File: src/rtl/jp.sv
// rtl/jp.sv - NES joypad controller: pad poller plus 0x4016/0x4017 strobe-and-shift ports (pad 2 under JP_PAD2_EN)
module jp #(
    parameter int CLK_DIV     = 300,
    parameter int POLL_CYCLES = 833333
) (
    input  logic        clk,
    input  logic        rst,
    input  logic        wr,
    input  logic [15:0] addr,
    input  logic [7:0]  din,
    output logic [7:0]  dout,
    input  logic        jp_data1_in,
    input  logic        jp_data2_in,
    output logic        jp_latch,
    output logic        jp_clk
);

    localparam int PW = $clog2(POLL_CYCLES);
    localparam int DW = $clog2(2 * CLK_DIV);
    localparam logic [PW-1:0] POLL_LAST  = PW'(POLL_CYCLES - 1);
    localparam logic [DW-1:0] LATCH_LAST = DW'(2 * CLK_DIV - 1);
    localparam logic [DW-1:0] DIV_LAST   = DW'(CLK_DIV - 1);

    typedef enum logic [2:0] {
        S_WAIT,
        S_LATCH,
        S_GAP,
        S_PULSE_HI,
        S_PULSE_LO,
        S_DONE
    } poll_state_t;

    poll_state_t   state, state_nxt;
    logic [PW-1:0] poll_cnt;
    logic [DW-1:0] div_cnt;
    logic [DW-1:0] phase_last;
    logic          phase_end;
    logic          capture;
    logic [2:0]    bit_cnt;

    logic [1:0]    sync1;
    logic          pad1;
    logic [7:0]    cap1, state1, shift1;

    logic          strobe;
    logic          hit1, rd1, rd1_q, wr_strobe, reload;
    logic          unused_din;

    assign unused_din = ^din[7:1];
    assign pad1       = ~sync1[1];

    always_comb begin
        state_nxt  = state;
        phase_last = DIV_LAST;
        if (state == S_LATCH)
            phase_last = LATCH_LAST;
        phase_end = (div_cnt == phase_last);
        capture   = phase_end && (state == S_GAP || state == S_PULSE_LO);
        case (state)
            S_WAIT:     if (poll_cnt == POLL_LAST) state_nxt = S_LATCH;
            S_LATCH:    if (phase_end) state_nxt = S_GAP;
            S_GAP:      if (phase_end) state_nxt = S_PULSE_HI;
            S_PULSE_HI: if (phase_end) state_nxt = S_PULSE_LO;
            S_PULSE_LO: if (phase_end) state_nxt = (bit_cnt == 3'd7) ? S_DONE : S_PULSE_HI;
            S_DONE:     state_nxt = S_WAIT;
            default:    state_nxt = S_WAIT;
        endcase
    end

    // Poll counter is free-running so poll starts stay exactly POLL_CYCLES apart.
    always_ff @(posedge clk or posedge rst) begin
        if (rst) begin
            state    <= S_WAIT;
            poll_cnt <= POLL_LAST;
            div_cnt  <= '0;
            bit_cnt  <= 3'd0;
            jp_latch <= 1'b0;
            jp_clk   <= 1'b0;
        end else begin
            state    <= state_nxt;
            poll_cnt <= (poll_cnt == POLL_LAST) ? '0 : poll_cnt + 1'b1;
            div_cnt  <= (state == S_WAIT || state_nxt != state) ? '0 : div_cnt + 1'b1;
            jp_latch <= (state_nxt == S_LATCH);
            jp_clk   <= (state_nxt == S_PULSE_HI);
            if (capture)
                bit_cnt <= (state == S_GAP) ? 3'd1 : bit_cnt + 3'd1;
        end
    end

    // Captured bits shift in from the top, so after eight captures A lands in bit 0.
    always_ff @(posedge clk or posedge rst) begin
        if (rst) begin
            sync1 <= 2'b11;
            cap1  <= 8'h00;
        end else begin
            sync1 <= {sync1[0], jp_data1_in};
            if (capture)
                cap1 <= {pad1, cap1[7:1]};
        end
    end

    assign hit1      = (addr == 16'h4016);
    assign rd1       = !wr && hit1;
    assign wr_strobe = wr && hit1;
    assign reload    = strobe || (wr_strobe && din[0]);

    always_ff @(posedge clk or posedge rst) begin
        if (rst) begin
            strobe <= 1'b0;
            state1 <= 8'h00;
            shift1 <= 8'h00;
            rd1_q  <= 1'b0;
        end else begin
            rd1_q <= rd1;
            if (wr_strobe)
                strobe <= din[0];
            if (state == S_DONE)
                state1 <= cap1;
            if (reload)
                shift1 <= state1;
            else if (rd1_q && !rd1)
                shift1 <= {1'b1, shift1[7:1]};
        end
    end

`ifdef JP_PAD2_EN
    logic [1:0] sync2;
    logic       pad2;
    logic [7:0] cap2, state2, shift2;
    logic       rd2, rd2_q;

    assign pad2 = ~sync2[1];
    assign rd2  = !wr && (addr == 16'h4017);

    always_ff @(posedge clk or posedge rst) begin
        if (rst) begin
            sync2  <= 2'b11;
            cap2   <= 8'h00;
            state2 <= 8'h00;
            shift2 <= 8'h00;
            rd2_q  <= 1'b0;
        end else begin
            sync2 <= {sync2[0], jp_data2_in};
            rd2_q <= rd2;
            if (capture)
                cap2 <= {pad2, cap2[7:1]};
            if (state == S_DONE)
                state2 <= cap2;
            if (reload)
                shift2 <= state2;
            else if (rd2_q && !rd2)
                shift2 <= {1'b1, shift2[7:1]};
        end
    end

    always_comb begin
        dout = 8'h00;
        if (rd1)
            dout = {7'b0, shift1[0]};
        else if (rd2)
            dout = {7'b0, shift2[0]};
    end
`else
    logic unused_pad2;
    assign unused_pad2 = jp_data2_in;

    always_comb begin
        dout = 8'h00;
        if (rd1)
            dout = {7'b0, shift1[0]};
    end
`endif

endmodule

File: config.mk
export PLATFORM = sky130hd
export DESIGN_NAME = jp
export DESIGN_NICKNAME = d
export VERILOG_FILES = /design/src/rtl/jp.sv
export SDC_FILE = /design/constraint.sdc
export NUM_CORES = 1
export LEC_CHECK = 0
export BUFFER_PORTS_ARGS = -buffer_cell sky130_fd_sc_hd__buf_4
export CORE_ASPECT_RATIO = 0.9
export CORE_UTILIZATION = 35
export CTS_BUF_LIST = sky130_fd_sc_hd__clkbuf_4
export DETAILED_ROUTE_END_ITERATION = 7
export GPL_ROUTABILITY_DRIVEN = 0
export GPL_TIMING_DRIVEN = 0
export PLACE_DENSITY_LB_ADDON = 0.2
export SLEW_MARGIN = 5
export SYNTH_ARGS = -nofsm -noshare
export SYNTH_HDL_FRONTEND = slang
export SYNTH_SLANG_ARGS = --single-unit
File: constraint.sdc
create_clock -name clk -period 3.65 [get_ports clk]
set_clock_uncertainty 0.15 [all_clocks]
set_input_delay 0.73 -clock clk [delete_from_list [all_inputs] [get_ports clk]]
set_output_delay 0.73 -clock clk [all_outputs]
set_load 0.05 [all_outputs]
Word level (Yosys, flattened, before mapping)

Index checks and enable logic that the tools add are counted.

Register bits: 66
Output and inout bits: 10
Logic and storage cells: 54

$add $sub $neg: 3
Eq/ne operators: 12
Multiplexer cells: 14
Bitwise gates (word level): 1
Reductions and logical operators: 12

Operators with widths:

| cell                    | count |
|---|---|
| $mux W3                 | 7 |
| $add A20 B1 Y20 const B | 1 |
| $eq A20 B20 Y1 const B  | 1 |
| $mux W10                | 2 |
| $mux W20                | 1 |
| $eq A16 B15 Y1 const B  | 1 |
| $mux W8                 | 2 |
| $pmux W3 S5             | 1 |
| $add A10 B1 Y10 const B | 1 |
| $eq A10 B10 Y1          | 1 |
| $eq A3 B2 Y1 const B    | 3 |
| $eq A3 B3 Y1 const B    | 3 |
| $eq A3 B1 Y1 const B    | 2 |
| $logic_and A1 B1 Y1     | 5 |
| $add A3 B1 Y3 const B   | 1 |
| $logic_not A3 Y1        | 1 |
| $logic_or A1 B1 Y1      | 3 |
| $ne A3 B3 Y1            | 1 |
| $logic_not A1 Y1        | 2 |
| $reduce_bool A2 Y1      | 1 |
| $mux W1                 | 1 |
| $not A1 Y1              | 1 |

Logic depth before layout (Yosys ltp)

Word-level depth: 8
Depth in mapped cells: 8

Worst setup path before layout

No wires, ideal clock.

Path type: input port to output port
Start point: input port addr[13]
End point: output port dout[0]
Data arrival time: 2.234 ns
Data required time: 2.770 ns
Setup slack: 0.536 ns
Stages on the path: 4
Buffers on the path: 0
Path through: or4b_4 nor4_1 nor2b_1 and2_1

Word-level cells in the longest chain between the ends: 3

Ends and longest elaborated chain:

| what                | RTL line | RTL |
|---|---|---|
| from (decl)         | 9        | `input logic [15:0] addr,` |
| $eq A16 B15 Y1      | 102      | `assign hit1 = (addr == 16'h4016);` |
| $logic_and A1 B1 Y1 | 103      | `assign rd1 = !wr && hit1;` |
| via rd1             | 46       | `logic hit1, rd1, rd1_q, wr_strobe, reload;` |
| $mux W1             | 169      | `if (rd1)` |
| to (decl)           | 11       | `output logic [7:0] dout,` |

The timed path passes the listed nets, and every way through them passes these cells.

Worst setup path in the final report

Ends and elaborated chain as after synthesis.

==> results by group <==
Yosys
  • Post-synthesis area per instance: 10.81 um2
  • Post-synth design cell area: 3286 um2
  • Register area share after synthesis: 0.5076
  • Post-synth EDFFs: 0
  • Yosys top cell by area: dfrtp_1
  • Area contributors post-synth: dfrtp_1 (40%), dfstp_2 (10%), mux2_2 (5.1%)
  • Ys async rst share: 1.000
  • Synth Instances: 304
  • Ys flop type: dfrtp_1
  • Top cell type's share of synthesized area: 0.4037
  • Yosys cell types: 53
  • Register bit total from synthesis: 66
  • Synth warn: 0

Worst hold path
  • Hold/Removal Path Class: register to register
  • Hold_sp: sync1[0]$_DFF_PP1_
  • Cell count of the worst hold path: 0
  • Hold Crit Endpoint: sync1[1]$_DFF_PP1_

Drt
  • DRT Pass-1 Iters: 4
  • Initial drt markers: 65
  • Vias: 2,303
  • Final antenna-violating net count: 0
  • Via density: 4.890
  • WL per Instance: 12.62 um
  • Remaining DRCs: 0
  • Post-Route WL: 5946 um

Setup path
  • CP arrival: 2.34 ns
  • Worst EP required: 2.77 ns
  • Reg2reg end: div_cnt[9]$_DFF_PP0_
  • Crit Reg-Reg Startpoint: div_cnt[3]$_DFF_PP0_
  • CP endpoint kind: primary output
  • R2R Setup Slk: 1.12 ns
  • Cells on worst reg2reg path: 7
  • CP max FO: 3
  • Setup CP Type: primary input to primary output
  • Setup crit start kind: primary input

Floorplan
  • Starting Density: 0.3601
  • Total core area: 9125 um2
  • DIE AREA: 9779 um2
  • DIE HEIGHT: 93.92 um
  • # rows: 33
  • # IOs: 39
  • Chip width: 104.1 um

Timing
  • Fin crit share: 0.8810
  • Pins Over Slew Limit: 0
  • Rel. slew slack: 0.4600
  • Fmax: 311.0 MHz
  • Crit path time final: 3.216 ns
  • RSZ-0062 raised after global routing: false
  • Setup TNS Final: 0 ns
  • Slew of the pin with the lowest slew margin: 0.8100 ns
  • Setup violators final: 0
  • Final Hold Fails: 0

CTS
  • Post-CTS sizing: 0
  • Clock buffer depth: 2
  • CTS tree: done
  • # clock sinks: 66
  • Post-CTS setup buffer count: 0
  • CTS Hold Bufs: 0
  • Worst-path clk slew: 0.11 ns
  • Worst-Skew Late Latency: 0.41 ns
  • CTS Buf Count: 9
  • H-tree depth: 3
  • Root Buffer: clkbuf_4

Cells and area
  • Finished Cell Area: 3769 um2
  • Area Overhead vs Synth: 14.70%
  • Share of post-route cells with drive strength above 1: 0.2493
  • Final nets: 378
  • Inserted Diodes: 0

Place
  • PortBufs: 23
  • Post-Place Cell Area: 3636 um2
  • DP HPWL: 4081 um

Pwr
  • Maximum vdd drop: 0.0001416 V
  • Pwr dens: 335.1 nW/um2
  • Leak pwr: 1.780 nW

Global route
  • Vias in the first global route: 2,246
  • GR Overflow Total: 0
  • Tot GR Track Use: 0.1372
  • Global-route wire length before repair: 10,520 um
  • Largest net degree at the start of global routing: 67
  • Initial antenna violation count: 0

Outcome
  • Status: finished, final reports clean

Run
  • Max-Cap Viols: 0
==> cell type report <==
cell class | count | area (um2)
buffer | 16 | 86.33
clock buffer | 10 | 75.07
clock inverter | 6 | 57.56
fill | 893 | 5356
inverter | 5 | 21.27
multi-input combinational | 223 | 1535
sequential | 66 | 1668
tap | 122 | 152.6
timing repair buffer | 23 | 172.7
==> worst max path at each step <==
| stage | startpoint | endpoint | slack (ns) | cells after the start |
|---|---|---|---|---|
| finish | addr[13] | dout[0] | 0.43 | 6 |
| global placement | rst | div_cnt[5]$_DFF_PP0_ | 0.20 | 2 |
| detailed placement | addr[13] | dout[0] | 0.43 | 6 |
| global route | addr[13] | dout[0] | 0.33 | 6 |
| floorplan | addr[13] | dout[0] | 0.54 | 4 |
| CTS | addr[13] | dout[0] | 0.41 | 6 |
==> power breakdown <==
group | internal (W) | total (W) | switching [W]
Clock | 0.000212 | 0.000471 | 0.000260
Sequential | 0.000734 | 0.000735 | 0.000000670
Combinational | 0.0000213 | 0.0000564 | 0.0000351
Total | 0.000968 | 0.00126 | 0.000295
==> cell usage after synthesis, drive strengths merged, types with 2 or more instances <==
library cell  instances
dfrtp                53
nor2                 34
nand2                22
mux2                 15
xor2                 15
dfstp                13
mux2i                12
nor3                 12
nand3                11
a21oi                 9
and3                  8
buf                   8
clkbuf                8
xnor2                 8
nand4                 7
nor2b                 6
ha                    5
inv                   5
o21ai                 5
and2                  4
nand2b                4
and4                  3
or3                   3
a211oi                2
a31o                  2
a31oi                 2
and4b                 2
nor4                  2
o21a                  2
or4b                  2
==> sequential cells by signal, summed over array words and instances (netlist names) <==
name	cells
poll_cnt	20
cap1	8
bit_cnt	3
sync1	2
shift1	8
div_cnt	10
jp_latch	1
state	3
rd1_q	1
jp_clk	1
strobe	1
state1	8
==> layout by cell type, fill, tap and decap left out, drive strengths merged, types with 2 or more instances in the layout <==
cell	n
and4b	2
or4b	2
and4	3
nand2	22
nor3	12
and3	8
dfrtp	53
a31oi	2
or3	3
a21oi	9
dfstp	13
o21a	2
mux2	15
nor2b	6
nor4	2
clkbuf	18
and2	4
xor2	15
mux2i	12
o21ai	5
clkinv	4
nand4	7
ha	5
xnor2	8
conb	7
buf	31
nand3	11
a211oi	2
inv	5
nor2	34
a31o	2
nand2b	4
==> critical path, stage by stage <==
cell and delay (ns):
buf_4 0.11, or4b_4 0.53, nor4_1 0.43, nor2b_1 0.22
and2_1 0.14, buf_4 0.19
==> per-stage QoR <==
step | utilization | std cells | total power (W) | setup slack [ns] | hold slack (ns)
CTS | 0.4130 | 471 | 0.001287 | 0.4148 | 0.2167
floorplan | - | 310 | 0.0007839 | 0.5358 | 0.1952
detailed placement | 0.3985 | 455 | 0.0008066 | 0.4295 | 0.1996
global route | 0.4130 | 471 | 0.001322 | 0.3341 | 0.2243
finish | 0.4130 | 471 | 0.001263 | 0.4343 | 0.2161
global placement | 0.3982 | 455 | 0.0008056 | 0.2050 | 0.1973
==> kinds of logic (layout without fill, tap and decap cells) <==
group | after synthesis | after routing | share of synthesized area
flip-flops | 66 | 66 | 0.5076
AND/OR/NAND/NOR | 129 | 129 | 0.2155
AO/OA/AOI/OAI | 32 | 32 | 0.07540
buffers and inverters | 21 | 60 | 0.03199
XOR/XNOR | 23 | 23 | 0.06131
other | 1 | 7 | 0.001141
adder cells (fa/ha/maj) | 5 | 5 | 0.01904
multiplexers | 27 | 27 | 0.08797
==> layer usage <==
metal	part of all wire	global-route usage
met1	0.50	0.1785
met2	0.44	0.2094
met3	0.054	0.05201
met4	0.011	0.04643
met5	0	0
(Power assumes the default switching activity.)
